--- config.mk ---
export PLATFORM = sky130hd
export DESIGN_NAME = canvas_i2c_reader
export DESIGN_NICKNAME = d
export VERILOG_FILES = /design/src/rtl/canvas_i2c_pkg.sv /design/src/rtl/i2c_quarter_tick.sv /design/src/rtl/canvas_i2c_reader.sv
export SDC_FILE = /design/constraint.sdc
export NUM_CORES = 1
export LEC_CHECK = 0
export BUFFER_PORTS_ARGS = -buffer_cell sky130_fd_sc_hd__buf_4
export CORE_MARGIN = 4
export CORE_UTILIZATION = 55
export DETAILED_ROUTE_END_ITERATION = 8
export PLACE_DENSITY_LB_ADDON = 0.25
export SYNTH_ARGS = -nofsm -noshare
export SYNTH_HDL_FRONTEND = slang
export SYNTH_SLANG_ARGS = --single-unit
export TNS_END_PERCENT = 30
--- constraint.sdc ---
create_clock -name clk -period 3 [get_ports clk]
set_input_delay 0.3 -clock clk [delete_from_list [all_inputs] [get_ports clk]]
set_output_delay 0.3 -clock clk [all_outputs]
set_load 0.03 [all_outputs]
--- src/rtl/canvas_i2c_pkg.sv ---
// canvas_i2c_pkg: shared FSM state type and framing constants for the canvas I2C reader
package canvas_i2c_pkg;
  typedef enum logic [2:0] {IDLE, START, ADDR, ADDR_ACK, READ, MACK, STOP, DONE} state_t;
  localparam logic [6:0] CANVAS_ADDR = 7'b1100100;
  localparam int QUARTERS_PER_BIT = 4;
  localparam int BYTES_PER_READ = 3;
endpackage

--- src/rtl/i2c_quarter_tick.sv ---
// i2c_quarter_tick: one-cycle tick every CLK_DIV clocks while enabled, counter held at zero otherwise
module i2c_quarter_tick #(
  parameter int CLK_DIV = 16
) (
  input  logic clk,
  input  logic rst_n,
  input  logic en,
  output logic tick
);
  logic [7:0] cnt;
  assign tick = en && cnt == 8'(CLK_DIV - 1);
  always_ff @(posedge clk or negedge rst_n)
    if (!rst_n) cnt <= '0;
    else cnt <= (!en || tick) ? '0 : cnt + 8'd1;
endmodule

--- src/rtl/canvas_i2c_reader.sv ---
// canvas_i2c_reader: I2C master reading a 3-byte x/y/status record from the canvas slave
module canvas_i2c_reader
  import canvas_i2c_pkg::*;
#(
  parameter logic [6:0] I2C_ADDR = CANVAS_ADDR,
  parameter int CLK_DIV = 16
) (
  input  logic       clk,
  input  logic       rst_n,
  input  logic       start,
  input  logic       sda_in,
  output logic       scl_oe,
  output logic       sda_oe,
  output logic [7:0] x_pos,
  output logic [7:0] y_pos,
  output logic [7:0] status,
  output logic       valid,
  output logic       busy,
  output logic       nack_err
);
  localparam logic [1:0] Q_LAST = 2'(QUARTERS_PER_BIT - 1);
  localparam logic [1:0] B_LAST = 2'(BYTES_PER_READ - 1);
  localparam logic [7:0] ADDR_RD = {I2C_ADDR, 1'b1};
  state_t state, state_nx;
  logic [1:0] sync, q, byte_cnt;
  logic [2:0] bit_cnt;
  logic [7:0] sh, b0, b1;
  logic smp, tick, en, slot_end, sample, bit_scl;
  assign en = state != IDLE && state != DONE;
  assign busy = state != IDLE;
  assign valid = state == DONE && !nack_err;
  assign slot_end = tick && q == Q_LAST;
  assign sample = tick && q == 2'd2;
  assign bit_scl = q == 2'd0 || q == 2'd3;
  i2c_quarter_tick #(.CLK_DIV(CLK_DIV)) u_tick (
    .clk(clk),
    .rst_n(rst_n),
    .en(en),
    .tick(tick)
  );
  // Line drives are pure decodes of state/quarter so reset releases them at once
  always_comb begin
    state_nx = state;
    scl_oe = 1'b0;
    sda_oe = 1'b0;
    case (state)
      IDLE: state_nx = start ? START : IDLE;
      START: begin
        scl_oe = q == 2'd3;
        sda_oe = q[1];
        state_nx = slot_end ? ADDR : START;
      end
      ADDR: begin
        scl_oe = bit_scl;
        sda_oe = !ADDR_RD[~bit_cnt];
        state_nx = (slot_end && bit_cnt == 3'd7) ? ADDR_ACK : ADDR;
      end
      ADDR_ACK: begin
        scl_oe = bit_scl;
        state_nx = slot_end ? (smp ? STOP : READ) : ADDR_ACK;
      end
      READ: begin
        scl_oe = bit_scl;
        state_nx = (slot_end && bit_cnt == 3'd7) ? MACK : READ;
      end
      MACK: begin
        scl_oe = bit_scl;
        sda_oe = byte_cnt != B_LAST;
        state_nx = slot_end ? (byte_cnt == B_LAST ? STOP : READ) : MACK;
      end
      STOP: begin
        scl_oe = q == 2'd0;
        sda_oe = !q[1];
        state_nx = slot_end ? DONE : STOP;
      end
      default: state_nx = IDLE;
    endcase
  end
  always_ff @(posedge clk or negedge rst_n)
    if (!rst_n) begin
      state <= IDLE;
      sync <= 2'b11;
      q <= '0;
      bit_cnt <= '0;
      byte_cnt <= '0;
      smp <= 1'b1;
      sh <= '0;
      b0 <= '0;
      b1 <= '0;
      nack_err <= 1'b0;
      x_pos <= '0;
      y_pos <= '0;
      status <= '0;
    end else begin
      state <= state_nx;
      sync <= {sync[0], sda_in};
      if (tick) q <= q + 2'd1;
      if (sample) smp <= sync[1];
      if (sample && state == READ) sh <= {sh[6:0], sync[1]};
      if (slot_end && (state == ADDR || state == READ)) bit_cnt <= bit_cnt + 3'd1;
      if (state == IDLE) byte_cnt <= '0;
      else if (slot_end && state == MACK) byte_cnt <= byte_cnt + 2'd1;
      if (slot_end && state == READ && bit_cnt == 3'd7 && byte_cnt == 2'd0) b0 <= sh;
      if (slot_end && state == READ && bit_cnt == 3'd7 && byte_cnt == 2'd1) b1 <= sh;
      if (state == IDLE && start) nack_err <= 1'b0;
      else if (slot_end && state == ADDR_ACK && smp) nack_err <= 1'b1;
      // The third byte is still in the shifter when the record is published
      if (slot_end && state == STOP && !nack_err) begin
        x_pos <= b0;
        y_pos <= b1;
        status <= sh;
      end
    end
endmodule
==> impl_metrics.toml, run 1 <==
[worst_setup_path]
path_depth = 3
cp.required_ns = 3.22
reg2reg_setup_slack_ns = 0.73
crit_end = "b1[7]"
critPathBufInv = 0
cp-end-kind = "register"
crit_slowest_cell = "or4_1"
crit_start = "u_tick.cnt[4]"
cp_cell_sequence = "or4_1 -> or4_4 -> mux2_4"
cp_max_fo = 8
worstSetupPathType = "register to register"
crit_arrival_ns = 2.50
r2r_start = "u_tick.cnt[4]"
critPathMaxStageDelay_ns = 0.70
cp_top_family = "simple AND/OR/NAND/NOR gates"
reg2reg_depth = 3
startpoint_type = "register"
reg2reg_to = "b1[7]"

[sta]
fin_worst_skew_ns = 0.0113
max_freq_ghz = 0.440
fin_crit_sh = 0.758
relSlewSlack = 0.423
setup_viol = 0
rsz0062_at_grt = "false"
hold_viol = 0
worst_slack_ns = 0.727
finalSetupTns_ns = 0
min_period_ns = 2.27
final_max_slew_viol_count = 0
max_slew.worst_pin.slew_ns = 0.866

[final_layout]
layout_commonest_cell = "dfrtp_1"
drive_gt1_frac = 0.404
syn_to_final_growth_pct = 15.9
nets = 283
n_antenna_cell = 0
layout.cells.non_filler = 347
layout_common_cells = "dfrtp_1, mux2_2, buf_4"

[route]
drt-initial-drc-count = 83
wire_per_inst_um = 16.5
ant_nets = 0
drc_errors = 0
viasPerCell = 5.69
routed_wl_um = 5740
drt_pass1_iterations = 4
vias = 1976

[synthesis]
yosys.area.top_type = "dfrtp_1"
ys_seq_area_frac = 0.549
ys_seq_elements = 70
synth_edf_count = 0
yosys_warnings = 0
ys.flop_type = "dfrtp_1"
synthArstFlopShare = 1.00
synth.cell_area_um2 = 3200
yosysUniqueCellTypes = 43
synth.net_count = 252
synth_top_cells_by_area = "dfrtp_1, mux2_2, mux2_4, ha_1, dfstp_2"
synth.avg_cell_area_um2 = 13.4
synth_top_area_share = 0.525
synthCells = 239

[placement]
place_inst = 331
gp_congestion = 0.733
portBuffers = 32
hpwl_um = 3910
pre_cts_ws_ns = 0.748

[pwr]
power_density_nw_per_um2 = 492
irDropWorstVdd_mv = 0.301
leakage_nw = 1.86
total_power_mw = 1.82

[clocking]
clk_pin_slew_worst_paths_ns = 0.08
cts_sinks = 70
insertion_delay_ns = 0.34
clk_path_buf_depth = 2
cts_root_buf = "clkbuf_8"
cts_tree = "yes"
cts_resized = 0
postCtsSetupBuffers = 0
htree_levels = 3
hold_buffers = 0
cts_buffers = 9

[floorplanning]
die_y_um = 84.2
die_x_um = 84.2
fp.dieArea_um2 = 7090
rows = 27
core_area_um2 = 5570
ios = 33
initial_utilization = 0.573

[grt]
grt_usage = 0.175
grt_pass1_wl_um = 9870
grt_pass1_vias = 2013
antenna_found_initial = 0
grt-ovfl-total = 0
grt_max_degree = 71

[worst_hold_path]
hold_path_class = "input port to register"

[outcome]
status = "finished clean"

[flow_run]
cap_violations = 0
==> logic make-up after synthesis <==
| family | share of synthesized area |
|---|---|
| DFF | 0.549 |
| muxes | 0.206 |
| buffers and inverters | 0.0321 |
| AOI/OAI and AO/OA | 0.0662 |
| adders and majority gates | 0.0384 |
| xor gates and xnor gates | 0.0137 |
| and+or+nand+nor | 0.0948 |
==> cells in the mapped netlist (all sizes together), types with 2 or more instances <==
cell / instances
nor4bb: 2
nor3b: 2
xnor2: 3
xor2: 2
dfstp: 3
nand3: 8
ha: 9
nand2: 7
nor4: 2
o41ai: 2
mux2: 53
nand4b: 2
nand4: 4
or4: 3
inv: 9
clkbuf: 10
o211ai: 3
nand3b: 5
o21ai: 8
buf: 4
a41o: 3
dfrtp: 67
a21oi: 5
nor2b: 3
nor2: 4
or3: 5
==> layer usage <==
metal / track usage / vias to the layer above / wire, µm
met4: 0.0819 / 0 / 90
met2: 0.279 / 42 / 2720
met1: 0.226 / 985 / 2650
li1: - / 938 / -
met5: 0 / - / 0
met3: 0.0402 / 11 / 281
==> flip-flops by register name, indices dropped and copies added, names as in the netlist <==
name        cells
x_pos           8
u_tick.cnt      8
status          8
byte_cnt        2
b1              8
nack_err        1
sh              8
q               2
smp             1
b0              8
state           3
y_pos           8
bit_cnt         3
sync            2
==> worst reg2reg max path, cell delays in order (launching register included) <==
cell and delay, ns:
dfrtp_1 0.44, or4_1 0.70, or4_4 0.69, mux2_4 0.34
==> final cells by class <==
type	instances	area [µm²]
Clock inverter	6	92.6
Clock buffer	10	138
Sequential cell	70	1760
Tap cell	72	90.1
Timing Repair Buffer	34	255
Inverter	9	33.8
Fill cell	429	1870
Multi-Input combinational cell	146	1340
==> report_power, final <==
group / total [mW] / internal, mW / leakage (nW) / switching [mW]
registers: 0.947 / 0.947 / 0.943 / 0.000764
logic: 0.0226 / 0.00375 / 0.812 / 0.0189
clock network: 0.851 / 0.495 / 0.109 / 0.357
==> worst min path at each step <==
stage,start,to,slack [ns],cells after the start
5_1_grt,sda_in,sync[0],0.04,1
2_1_floorplan,rst_n,b0[0],0.004,0
6_report,sda_in,sync[0],0.06,1
3_5_place_dp,sync[0],sync[1],0.35,0
4_1_cts,sda_in,sync[0],0.05,1
3_3_place_gp,sync[0],sync[1],0.35,0
==> through the flow <==
stage	utilization	hold slack [ns]	area (µm²)
finish	0.664	0.0615	3700
global route	0.664	0.0438	3700
CTS	0.664	0.0465	3700
detailed placement	0.623	0.348	3470
global placement	0.623	0.346	3470
floorplan	-	0.00441	3200
(Power assumes the default switching activity.)
==> run 2, diff against run 1 <==
Clock period 3 ns to 2.14 ns, I/O delays scaled along.
==> run 2 against run 1 <==
Effect of this change: sequential cell count stayed put; cell area grew 3.3%; sequential share of layout area decreased by 1.5 points; cell count is 4.0% higher; setup slack worse by 0.65 ns; wire length rose by 2.0%; critical path depth unchanged; register-to-register slack worse by 0.65 ns; die area is the same; fmax is 10% higher; hold slack gained 0.15 ns; critical endpoint is now b1[4].
==> impl_metrics.toml, run 2 (synthesis results as in run 1) <==
[placement]
hpwl_um = 4110
portBuffers = 32
gp_congestion = 0.809

[sta]
fin_worst_skew_ns = 0.0120
hold_viol = 0
relSlewSlack = 0.431
max_slew.worst_pin.slew_ns = 0.854
min_period_ns = 2.07
rsz0062_at_grt = "false"
max_freq_ghz = 0.484
finalSetupTns_ns = 0
whs_ns = 0.211
final_max_slew_viol_count = 0
setup_viol = 0
fin_crit_sh = 0.965

[worst_hold_path]
min_from = "start"
min_to = "nack_err"
worstHoldPathCells = 4
hold_path_class = "input port to register"

[grt]
grt_usage = 0.175
grt_pass1_wl_um = 9800
grt_pass1_vias = 2009
antenna_found_initial = 0
grt-ovfl-total = 0
grt_max_degree = 71

[floorplanning]
ios = 33
die_y_um = 84.2
die_x_um = 84.2
initial_utilization = 0.573
core_area_um2 = 5570
rows = 27
fp.dieArea_um2 = 7090

[final_layout]
nets = 297
fill_cells = 410
layout_common_cells = "dfrtp_1, buf_4, mux2_2"
n_antenna_cell = 0
drive_gt1_frac = 0.433
layout_commonest_cell = "dfrtp_1"
syn_to_final_growth_pct = 19.7
post-route-util = 0.686

[worst_setup_path]
cp.required_ns = 2.37
reg2reg_to = "b1[4]"
cp-end-kind = "register"
startpoint_type = "register"
reg2reg_depth = 3
cp_max_fo = 8
worstSetupPathType = "register to register"
reg2reg_setup_slack_ns = 0.07
r2r_start = "u_tick.cnt[7]"
crit_arrival_ns = 2.29

[route]
ant_nets = 0
vias = 2001
viasPerCell = 5.54
wire_per_inst_um = 16.2
drt-initial-drc-count = 68
routed_wl_um = 5850
drt_pass1_iterations = 4
drc_errors = 0

[outcome]
status = "finished clean"

[pwr]
power_density_nw_per_um2 = 662
irDropWorstVdd_mv = 0.389
pwr-share-comb = 0.014
swShare = 0.212
p_int_mw = 1.99
clkPwrFrac = 0.462
leakage_nw = 1.94
p_sw_mw = 0.537
power_frac_seq = 0.525

[clocking]
insertion_delay_ns = 0.35
cts_root_buf = "clkbuf_8"
cts_tree = "yes"
htree_levels = 3
clk_pin_slew_worst_paths_ns = 0.08
cts_sinks = 70
clk_path_buf_depth = 2
cts_buffers = 9
postCtsSetupBuffers = 0

[flow_run]
cap_violations = 0
-- run 2: power groups by stage --
stage | clock, mW | sequential (mW) | combinational (mW)
2_1_floorplan | 0 | 1.35 | 0.00294
6_report | 1.17 | 1.33 | 0.0346
3_3_place_gp | 0 | 1.35 | 0.0339
4_1_cts | 1.20 | 1.33 | 0.0370
3_5_place_dp | 0 | 1.35 | 0.0340
5_1_grt | 1.26 | 1.33 | 0.0406
-- run 2: metal layers --
layer,vias up,global-route usage,routed length (µm)
met2,38,0.272,2770
met1,984,0.227,2700
met4,0,0.0877,125
met5,-,0,0
li1,967,-,-
met3,12,0.0442,259
-- run 2: worst max-delay path, cell delays in order, from the launching register on --
cell,delay [ns]
dfrtp_1,0.41
or4_1,0.54
or4_4,0.66
mux2_4,0.33
-- run 2: worst max path at each step --
| stage | start | end | slack [ns] | cells after the start |
|---|---|---|---|---|
| after global placement | u_tick.cnt[4] | b1[1] | 0.12 | 3 |
| after global routing | u_tick.cnt[7] | b1[2] | 0.02 | 3 |
| after CTS | bit_cnt[0] | sda_oe | 0.02 | 5 |
| after floorplan | u_tick.cnt[4] | b1[0] | 0.0008 | 5 |
| final | u_tick.cnt[7] | b1[4] | 0.07 | 3 |
| after detailed placement | u_tick.cnt[4] | b1[4] | 0.1 | 3 |
-- run 2: layout make-up --
cell class / count / area (µm²) / share of cell area
Timing Repair Buffer: 48 / 378 / 0.0988
Multi-Input combinational cell: 146 / 1350 / 0.352
Tap cell: 72 / 90.1 / 0.0236
Clock inverter: 7 / 96.3 / 0.0252
Clock buffer: 9 / 124 / 0.0324
Inverter: 9 / 33.8 / 0.00884
Sequential cell: 70 / 1760 / 0.459
-- run 2: metrics by stage --
stage               setup slack, ns  power, mW  instances  area [µm²]
global placement              0.116       1.39        343        3570
floorplan                  0.000784       1.36        239        3200
CTS                          0.0243       2.56        361        3810
finish                       0.0743       2.53        361        3820
global route                 0.0224       2.63        361        3820
detailed placement           0.0953       1.39        343        3570
-- run 2: timing repair --
action,in CTS,in global routing
gates resized for setup,0,2
endpoints found under the setup margin,0,1
hold buffers,2,0
hold endpoints to repair,18,0
==> run 3, diff against run 2 <==
Settings changed: PLACE_DENSITY set to 0.78, PLACE_DENSITY_LB_ADDON 0.25 to not set.
==> run 3 against run 2 <==
Effect of this change: the run now ends with negative hold slack left; largest power group unchanged; critical path depth stayed put; clock power decreased by 8%; combinational power decreased by 6.1%; cell count did not move; setup slack gained 0.013 ns.
==> impl_metrics.toml, run 3 (synthesis results as in run 1) <==
[outcome]
status = "finished with violations"
violations = "negative hold slack"

[grt]
antenna_found_initial = 0
grt_max_degree = 71
grt_pass1_vias = 2121
grt-ovfl-total = 0
grt_pass1_wl_um = 10500
grt_usage = 0.185

[clocking]
clk_pin_slew_worst_paths_ns = 0.08
cts_sinks = 70
insertion_delay_ns = 0.34
htree_levels = 3
cts_root_buf = "clkbuf_8"
cts_buffers = 9
postCtsSetupBuffers = 0
cts_tree = "yes"
clk_path_buf_depth = 2

[worst_setup_path]
worstSetupPathType = "register to register"
r2r_start = "u_tick.cnt[7]"
cp-end-kind = "register"
cp_max_fo = 8
reg2reg_to = "b1[2]"
startpoint_type = "register"
reg2reg_depth = 3
cp.required_ns = 2.37
reg2reg_setup_slack_ns = 0.09
crit_arrival_ns = 2.28

[floorplanning]
ios = 33
die_y_um = 84.2
die_x_um = 84.2
core_area_um2 = 5570
initial_utilization = 0.573
rows = 27
fp.dieArea_um2 = 7090

[sta]
max_slew.worst_pin.slew_ns = 0.847
max_freq_ghz = 0.487
relSlewSlack = 0.435
min_period_ns = 2.05
fin_crit_sh = 0.959
setup_viol = 0
finalSetupTns_ns = 0
fin_worst_skew_ns = 0.00867
whs_ns = -0.0288
final_max_slew_viol_count = 0
rsz0062_at_grt = "false"
hold_viol = 50
worst_slack_ns = 0.0868

[route]
wl_met2_um = 2880
drt_pass1_iterations = 5
wire_per_inst_um = 16.3
drc_errors = 0
routed_wl_um = 5880
ant_nets = 0
viasPerCell = 5.59
met3_length_um = 253
highest_layer = "met4"
drt-initial-drc-count = 99
m1WireLength_um = 2670
vias = 2018

[placement]
portBuffers = 32
pre_cts_ws_ns = 0.0911
gp_congestion = 0.826
hpwl_um = 4160

[pwr]
leakage_nw = 1.94
total_power_mw = 2.44
power_density_nw_per_um2 = 642
irDropWorstVdd_mv = 0.570

[final_layout]
layout_common_cells = "dfrtp_1, buf_4, mux2_2"
n_antenna_cell = 0
syn_to_final_growth_pct = 19.1
layout_commonest_cell = "dfrtp_1"
nets = 297
drive_gt1_frac = 0.436

[worst_hold_path]
hold_path_class = "input port to async pin"

[flow_run]
cap_violations = 0
==> run 3: changes by cell type in the layout (fill, tap and decap cells not counted) <==
cell and change:
a221oi_1 +1, a221oi_2 -1, buf_4 +1, bufinv_16 -1, clkinv_2 -1, dlygate4sd3_1 -1
inv_6 +1, inv_8 +1, nor4_1 -1, nor4_2 +1
==> run 3: critical path: stages (launching register included) <==
cell and delay, ns:
dfrtp_1 0.42, or4_1 0.53, or4_4 0.66, mux2_4 0.33
==> run 3: layout make-up <==
cell class | count | area, µm²
Clock inverter | 7 | 81.3
Inverter | 9 | 33.8
Tap cell | 72 | 90.1
Timing Repair Buffer | 48 | 375
Sequential cell | 70 | 1760
Multi-Input combinational cell | 146 | 1350
Clock buffer | 9 | 124
Fill cell | 394 | 1770
==> run 3: how the worst max path moves through the flow <==
stage	start	to	slack, ns	depth (start not counted)
floorplan	u_tick.cnt[4]	b1[0]	0.0008	5
global placement	u_tick.cnt[4]	b1[3]	0.12	3
detailed placement	u_tick.cnt[4]	b1[1]	0.09	3
CTS	bit_cnt[0]	sda_oe	0.08	5
global route	bit_cnt[0]	sda_oe	0.02	5
finish	u_tick.cnt[7]	b1[2]	0.09	3
==> run 3: per-layer routing <==
layer  track usage  up-vias
met4        0.0658        0
li1              -      971
met2         0.300       39
met1         0.242     1002
met5             0        -
met3        0.0471        6
==> run 3: per-stage QoR <==
step / std cells / instance area [µm²] / hold WS [ns] / utilization
finish: 361 / 3810 / -0.0288 / 0.683
global route: 361 / 3810 / 0.0484 / 0.683
CTS: 361 / 3800 / 0.000361 / 0.681
detailed placement: 344 / 3580 / 0.325 / 0.643
global placement: 344 / 3580 / 0.323 / 0.643
floorplan: 239 / 3200 / -0.0816 / -
==> run 3: timing repair <==
action	4_1_cts	5_1_grt
endpoints found under the hold margin	1	0
resized for setup	0	2
endpoints found under the setup margin	0	3
hold buffers	1	0
==> run 3: where the power goes <==
group | internal (mW) | switching, mW | total, mW
registers | 1.33 | 0.00113 | 1.33
clock network | 0.556 | 0.528 | 1.08
logic | 0.00645 | 0.0261 | 0.0325
total | 1.89 | 0.555 | 2.44
